--- src/rtl/radix2_bfly_pipe.sv ---
// Radix-2 DIT butterfly: o1 = A + W*B, o2 = A - W*B, three register stages with
// a single stall-all handshake, optional divide-by-2 and sticky saturation flag.
module radix2_bfly_pipe #(
  parameter int BIT_WIDTH = 16,
  parameter int TW_WIDTH  = 8
) (
  input  logic                        clk,
  input  logic                        rst_n,
  input  logic signed [BIT_WIDTH-1:0] re_i1,
  input  logic signed [BIT_WIDTH-1:0] im_i1,
  input  logic signed [BIT_WIDTH-1:0] re_i2,
  input  logic signed [BIT_WIDTH-1:0] im_i2,
  input  logic signed [TW_WIDTH-1:0]  cos_data,
  input  logic signed [TW_WIDTH-1:0]  sin_data,
  input  logic                        in_valid,
  output logic                        in_ready,
  input  logic                        scale,
  output logic signed [BIT_WIDTH-1:0] re_o1,
  output logic signed [BIT_WIDTH-1:0] im_o1,
  output logic signed [BIT_WIDTH-1:0] re_o2,
  output logic signed [BIT_WIDTH-1:0] im_o2,
  output logic                        out_valid,
  input  logic                        out_ready,
  output logic                        ovf,
  input  logic                        ovf_clr
);

  localparam int PW = BIT_WIDTH + TW_WIDTH + 1;
  // One guard bit beyond BIT_WIDTH+2 so a twiddle near -2.0 cannot wrap the sum.
  localparam int SW = BIT_WIDTH + 3;
  localparam int SH = TW_WIDTH - 2;
  localparam logic signed [PW:0]   RND  = (PW+1)'(2 ** (SH - 1));
  localparam logic signed [SW-1:0] SMAX = SW'(2 ** (BIT_WIDTH - 1) - 1);
  localparam logic signed [SW-1:0] SMIN = SW'(-(2 ** (BIT_WIDTH - 1)));

  function automatic logic signed [SW-1:0] round_prod(input logic signed [PW-1:0] p);
    logic signed [PW:0] t;
    t = (PW+1)'(p) + RND;
    return SW'(t >>> SH);
  endfunction

  function automatic logic signed [SW-1:0] scale_sum(input logic signed [SW-1:0] s,
                                                     input logic sc);
    return sc ? (s >>> 1) : s;
  endfunction

  function automatic logic is_sat(input logic signed [SW-1:0] s);
    return (s > SMAX) || (s < SMIN);
  endfunction

  function automatic logic signed [BIT_WIDTH-1:0] sat(input logic signed [SW-1:0] s);
    if (s > SMAX) return BIT_WIDTH'(SMAX);
    if (s < SMIN) return BIT_WIDTH'(SMIN);
    return BIT_WIDTH'(s);
  endfunction

  logic adv;
  assign adv      = !out_valid | out_ready;
  assign in_ready = adv;

  logic signed [BIT_WIDTH-1:0] a_re_p0_q, a_im_p0_q, b_re_p0_q, b_im_p0_q;
  logic signed [TW_WIDTH-1:0]  cos_p0_q, sin_p0_q;
  logic                        scale_p0_q, vld_p0_q;

  logic signed [BIT_WIDTH-1:0] a_re_p1_q, a_im_p1_q;
  logic signed [PW-1:0]        pr_p1_q, pi_p1_q, pr_p1_d, pi_p1_d;
  logic                        scale_p1_q, vld_p1_q;

  logic signed [BIT_WIDTH-1:0] re1_p2_q, im1_p2_q, re2_p2_q, im2_p2_q;
  logic signed [BIT_WIDTH-1:0] re1_p2_d, im1_p2_d, re2_p2_d, im2_p2_d;
  logic                        vld_p2_q, ovf_q, ovf_d, any_sat;

  // ---- S1 -> S2: full-precision complex product W*B
  always_comb begin
    pr_p1_d = PW'(b_re_p0_q) * PW'(cos_p0_q) - PW'(b_im_p0_q) * PW'(sin_p0_q);
    pi_p1_d = PW'(b_im_p0_q) * PW'(cos_p0_q) + PW'(b_re_p0_q) * PW'(sin_p0_q);
  end

  // ---- S2 -> S3: round, add/subtract, scale, saturate
  always_comb begin
    logic signed [SW-1:0] rnd_re, rnd_im, s_re1, s_im1, s_re2, s_im2;
    rnd_re   = round_prod(pr_p1_q);
    rnd_im   = round_prod(pi_p1_q);
    s_re1    = scale_sum(SW'(a_re_p1_q) + rnd_re, scale_p1_q);
    s_im1    = scale_sum(SW'(a_im_p1_q) + rnd_im, scale_p1_q);
    s_re2    = scale_sum(SW'(a_re_p1_q) - rnd_re, scale_p1_q);
    s_im2    = scale_sum(SW'(a_im_p1_q) - rnd_im, scale_p1_q);
    re1_p2_d = sat(s_re1);
    im1_p2_d = sat(s_im1);
    re2_p2_d = sat(s_re2);
    im2_p2_d = sat(s_im2);
    any_sat  = is_sat(s_re1) | is_sat(s_im1) | is_sat(s_re2) | is_sat(s_im2);
    ovf_d    = ovf_q;
    if (ovf_clr)                      ovf_d = 1'b0;
    if (adv && vld_p1_q && any_sat)   ovf_d = 1'b1;
  end

  always_ff @(posedge clk) begin
    if (adv) begin
      a_re_p0_q  <= re_i1;
      a_im_p0_q  <= im_i1;
      b_re_p0_q  <= re_i2;
      b_im_p0_q  <= im_i2;
      cos_p0_q   <= cos_data;
      sin_p0_q   <= sin_data;
      scale_p0_q <= scale;
      a_re_p1_q  <= a_re_p0_q;
      a_im_p1_q  <= a_im_p0_q;
      pr_p1_q    <= pr_p1_d;
      pi_p1_q    <= pi_p1_d;
      scale_p1_q <= scale_p0_q;
    end
  end

  // Output data is reset too so the ports read zero while rst_n is low.
  always_ff @(posedge clk or negedge rst_n) begin
    if (!rst_n) begin
      vld_p0_q <= 1'b0;
      vld_p1_q <= 1'b0;
      vld_p2_q <= 1'b0;
      ovf_q    <= 1'b0;
      re1_p2_q <= '0;
      im1_p2_q <= '0;
      re2_p2_q <= '0;
      im2_p2_q <= '0;
    end else begin
      ovf_q <= ovf_d;
      if (adv) begin
        vld_p0_q <= in_valid;
        vld_p1_q <= vld_p0_q;
        vld_p2_q <= vld_p1_q;
        re1_p2_q <= re1_p2_d;
        im1_p2_q <= im1_p2_d;
        re2_p2_q <= re2_p2_d;
        im2_p2_q <= im2_p2_d;
      end
    end
  end

  assign out_valid = vld_p2_q;
  assign ovf       = ovf_q;
  assign re_o1     = re1_p2_q;
  assign im_o1     = im1_p2_q;
  assign re_o2     = re2_p2_q;
  assign im_o2     = im2_p2_q;

endmodule

--- config.mk ---
export PLATFORM = sky130hd
export DESIGN_NAME = radix2_bfly_pipe
export DESIGN_NICKNAME = d
export VERILOG_FILES = /design/src/rtl/radix2_bfly_pipe.sv
export SDC_FILE = /design/constraint.sdc
export NUM_CORES = 2
export LEC_CHECK = 0
export CAP_MARGIN = 20
export CORE_UTILIZATION = 40
export DETAILED_ROUTE_END_ITERATION = 8
export HOLD_SLACK_MARGIN = 0.05
export SLEW_MARGIN = 30
export SYNTH_ARGS = -nofsm -noshare
export SYNTH_HDL_FRONTEND = slang
export SYNTH_SLANG_ARGS = --single-unit
--- constraint.sdc ---
create_clock -name clk -period 13.2 [get_ports clk]
set_clock_uncertainty 0.05 [all_clocks]
set_input_delay 1.98 -clock clk [delete_from_list [all_inputs] [get_ports clk]]
set_output_delay 1.98 -clock clk [all_outputs]
set_load 0.01 [all_outputs]
## After elaboration in Yosys (flattened, before gate mapping)

Index checks and enable logic that the tools add are counted.

- Input bits: 86
- Output and inout bits: 67
- Bits in registers: 232

- Bitwise operators: 4
- Add/sub/neg operators: 8
- Mux-type cells: 34
- Multipliers: 4
- Reduce and logical (&&, ||, !) cells: 8
- $lt $le $gt $ge: 8

Operators by type and width:

| kind | number |
|---|---|
| $mux 16 | 16 |
| $mul 16x8->24 | 4 |
| $gt 19x16->1 const B | 4 |
| $lt 19x16->1 const B | 4 |
| $mux 18 | 4 |
| $add 25x7->25 const B | 2 |
| $add 16x19->19 | 2 |
| $sub 16x19->19 | 2 |
| $add 24x24->25 | 1 |
| $sub 24x24->25 | 1 |
| $mux 1 | 14 |
| $logic_or 1x1->1 | 4 |
| $or 1x1->1 | 4 |
| $logic_and 1x1->1 | 2 |
| $reduce_bool 2->1 | 1 |
| $logic_not 1->1 | 1 |

## Logic depth before layout (Yosys ltp)

- Word-level depth: 10
- Gate-level depth with buffers: 25
- Mapped depth without buffers: 24

## Least setup slack after synthesis

OpenSTA, ideal clock, no wires.

- Path kind: input -> output
- Start point: input port out_ready
- End point: output port in_ready
- Slack: 4.562 ns
- Data arrival time: 6.608 ns
- Stages: 3
- Cells stage by stage: nor2b_1 -> inv_2 -> clkbuf_1

- Word-level cells in the longest chain between the ends: 1

RTL lines:

| item | RTL line | RTL |
|---|---|---|
| start, declared | 23 | `input logic out_ready,` |
| $or 1x1->1 | 58 | `assign adv = !out_valid \| out_ready;` |
| end, declared | 16 | `output logic in_ready,` |

Every way passes these cells.

## Final worst setup path

- Start point: register cos_p0_q[7]
- End point: register pi_p1_q[24] (data pin)

- Word-level cells in the longest chain between the ends: 2

RTL lines:

| item | RTL line | RTL |
|---|---|---|
| start, declared | 62 | `logic signed [TW_WIDTH-1:0] cos_p0_q, sin_p0_q;` |
| start signal, assigned | 104 | `cos_p0_q <= cos_data;` |
| $mul 16x8->24 | 76 | `pi_p1_d = PW'(b_im_p0_q) * PW'(cos_p0_q) + PW'(b_re_p0_q) * PW'(sin_p0_q);` |
| $add 24x24->25 | 76 |  |
| via pi_p1_d[24] | 66 | `logic signed [PW-1:0] pr_p1_q, pi_p1_q, pr_p1_d, pi_p1_d;` |
| end signal, assigned | 110 | `pi_p1_q <= pi_p1_d;` |
| end, declared | 66 |  |

The timed path passes the listed nets, and every way through them passes these cells.
A chain may end at the register's enable or synchronous reset.

==> results_dict.tcl <==
set metrics [dict create \
    ctsHoldBuffers 0 \
    grt_pass1_vias 22190 \
    nets 4078 \
    synth_compound_area_share_pct 8.303 \
    yosysSeqAreaShare_pct 20.51 \
    cp.buffers_inverters 3 \
    synth_area_leader_cell "fa_1" \
    critPathSlowestCell "edfxtp_1" \
    cts_buffers 27 \
    critPathLaunch "cos_p0_q[7]$_DFFE_PN_" \
    crit_type "register to register" \
    timing.hold.ws_ns 0.3522 \
    die_x_um 279.7 \
    crit-reg2reg-launch "cos_p0_q[7]$_DFFE_PN_" \
    crit_arrival_ns 7.60 \
    rrSetupSlack_ns 5.89 \
    drt-initial-drc-count 1231 \
    synth_async_sr_flop_share_pct 30.63 \
    muxShareOfSynthArea_pct 0.7139 \
    path_depth 19 \
    drive_above_1_share_pct 3.724 \
    finalHoldViolations 0 \
    grt_pass1_wl_mm 119.6 \
    netlist_instances 3175 \
    synth_edf_count 154 \
    synthMostInstantiatedCell "inv_1" \
    drtAntennaViolNets 0 \
    wl_per_cell_um 16.92 \
    core_area_um2 76080 \
    cts_tree "yes" \
    num_rows 101 \
    grt.overflow.total 0 \
    die_area_um2 78230 \
    ys_warn_count 0 \
    htree_levels 1 \
    cp_cell_sequence "inv_1 -> nor2_1 -> fa_1 -> fa_1 -> fa_1 -> fa_1 -> fa_1 -> inv_1 -> fa_1 -> inv_1 -> ha_1 -> a21o_1 -> a21oi_1 -> o21ai_0 -> a2111o_1 -> a311oi_1 -> o21bai_1 -> a21oi_1 -> xnor2_1" \
    fp.dieH_um 279.7 \
    dr_wl_met3_mm 3.479 \
    clk_latency_ns 0.61 \
    netlist_area_um2 30850 \
    cpPeakStageDelay_ns 0.97 \
    tightest_slew_ns 0.9367 \
    place.gp.congestion 0.8694 \
    worstRegToRegCells 19 \
    drtPass1Iterations 6 \
    cts_root_buf "clkbuf_16" \
    rsz0062_at_grt "no" \
    clock.fmax_mhz 136.7 \
    reg2reg_to "pi_p1_q[24]$_DFFE_PN_" \
    via_per_inst 4.967 \
    dr.max_layer_used "met5" \
    cts_setup_buffers 0 \
    slew-limit-headroom_pct 37.55 \
    worst-path-max-fanout 23 \
    antenna_found_initial 1 \
    synth_nets 3998 \
    path_delay_family "adder cells" \
    path_clk_slew_ns 0.07 \
    synth_seq_cells 222 \
    clockBufferDepth 3 \
    hpwl_mm 56.51 \
    portBuffers 152 \
    drc 0 \
    synth_ff_type "edfxtp_1" \
    track_usage_pct 19.42 \
    wl_met1_mm 33.33 \
    wirelength_mm 72.86 \
    synthTopCellsByArea "fa_1 33%, edfxtp_1 15%, ha_1 9.4%" \
    hold_path_class "register to register" \
    maxCapViolations 0 \
    pin_count 153 \
    slew_viol_final 0 \
    syn2layout_area_growth_pct 11.10 \
    fin_crit_sh_pct 55.41 \
    postSynthAreaPerCell_um2 9.716 \
    worst_ep_required_time_ns 13.48 \
    synth_top_area_share_pct 32.77 \
    period_needed_ns 7.314 \
    fin_tns_setup_ns 0 \
    synth.distinct_cells 86 \
    end_kind "register" \
    ctsResizeCount 0 \
    grt_max_degree 75 \
    met2_length_mm 34.05 \
    crit_top_cell "fa_1" \
    initial_utilization_pct 40.55 \
    ys_top_cells_by_count "643 x inv_1, 505 x fa_1, 307 x nand2_1" \
    fillers 7501 \
    clock-sinks 222 \
    synthXorXnorAreaFrac_pct 4.563 \
    vias 21390 \
    status "completed" \
    setup_viol 0 \
    fin_util_pct 45.05 \
    crit_path_end "pi_p1_q[24]$_DFFE_PN_" \
    yosys.area_share.simple_pct 14.19 \
    crit_path_start_kind "register" \
    synth_top_family_by_area "adder cells" \
    synth_fa_ha_area_share_pct 42.18 \
]
==> metrics by stage <==
| stage | std cells | cell area, µm² | setup WS (ns) |
|---|---|---|---|
| after floorplan | 3175 | 30850 | 4.562 |
| after global placement | 4253 | 33310 | 6.006 |
| after detailed placement | 4254 | 33340 | 5.806 |
| after CTS | 4304 | 34230 | 5.780 |
| after global routing | 4306 | 34270 | 5.472 |
| final | 4307 | 34270 | 5.886 |
==> how the worst min path moves through the flow <==
stage                     slack (ns)                      end  cells past startpoint               startpoint
final                           0.35   a_re_p1_q[5]$_DFFE_PN_                      0   a_re_p0_q[5]$_DFFE_PN_
after global routing            0.37  a_re_p1_q[13]$_DFFE_PN_                      0  a_re_p0_q[13]$_DFFE_PN_
after CTS                       0.36   a_re_p1_q[5]$_DFFE_PN_                      0   a_re_p0_q[5]$_DFFE_PN_
after detailed placement        0.36  a_im_p1_q[12]$_DFFE_PN_                      0  a_im_p0_q[12]$_DFFE_PN_
after global placement          0.35  a_im_p1_q[13]$_DFFE_PN_                      0  a_im_p0_q[13]$_DFFE_PN_
after floorplan                 0.35   a_im_p1_q[0]$_DFFE_PN_                      0   a_im_p0_q[0]$_DFFE_PN_
==> registers in the layout, indices dropped and copies added, names as in the netlist, 16 cells and up <==
register and count:
a_im_p1_q 16, b_re_p0_q 16, a_re_p0_q 16, pr_p1_q 20, pi_p1_q 20, a_re_p1_q 16, a_im_p0_q 16, im_o1 16
re_o2 16, re_o1 16, b_im_p0_q 16, im_o2 16
==> per-layer routing <==
| metal | global-route usage [%] | vias up |
|---|---|---|
| li1 | - | 10040 |
| met1 | 27.11 | 10790 |
| met2 | 31.97 | 470 |
| met3 | 2.235 | 91 |
| met4 | 5.198 | 2 |
| met5 | 0 | - |
==> worst reg2reg max path: cells and delay by family (launching register included) <==
family	cells	cell delay (ns)
compound gates	7	1.65
xor+xnor	1	0.08
fa+ha+maj	7	3.27
buf+inv	3	0.73
flops	1	0.97
simple gates	1	0.32
==> final cells by class <==
type | instances | area [µm²] | area share, %
repair buffers | 178 | 1752 | 5.111
clock inverters | 12 | 90.09 | 0.2629
clock buffers | 38 | 798.3 | 2.329
inverters | 646 | 2432 | 7.097
well taps | 1030 | 1289 | 3.761
diodes | 1 | 2.502 | 0.007302
flip-flops and latches | 222 | 6326 | 18.46
multi-input cells | 2180 | 21580 | 62.97
==> kinds of logic (layout without fill, tap and decap cells) <==
kind of cell,count (synthesis),after routing
compound gates,365,365
flops,222,222
simple gates,897,897
mux,22,22
fa+ha+maj,737,737
xor+xnor,159,159
buf+inv,773,874
other cells,0,1
==> cell usage in the layout (no fill, tap or decap), drive strengths merged, types with 28 or more instances in the layout <==
cell / instances
xor2: 43
nand2: 307
fa: 505
edfxtp: 154
clkdlybuf4s50: 151
nor2: 182
inv: 649
nand2b: 40
and2: 215
clkbuf: 38
nor3: 28
xnor2: 116
a21oi: 112
dfrtp: 68
ha: 232
o21ai: 53
o22a: 32
Power is not shown: default switching activity piles up to over one toggle a cycle in this logic, so the estimate is an artifact.
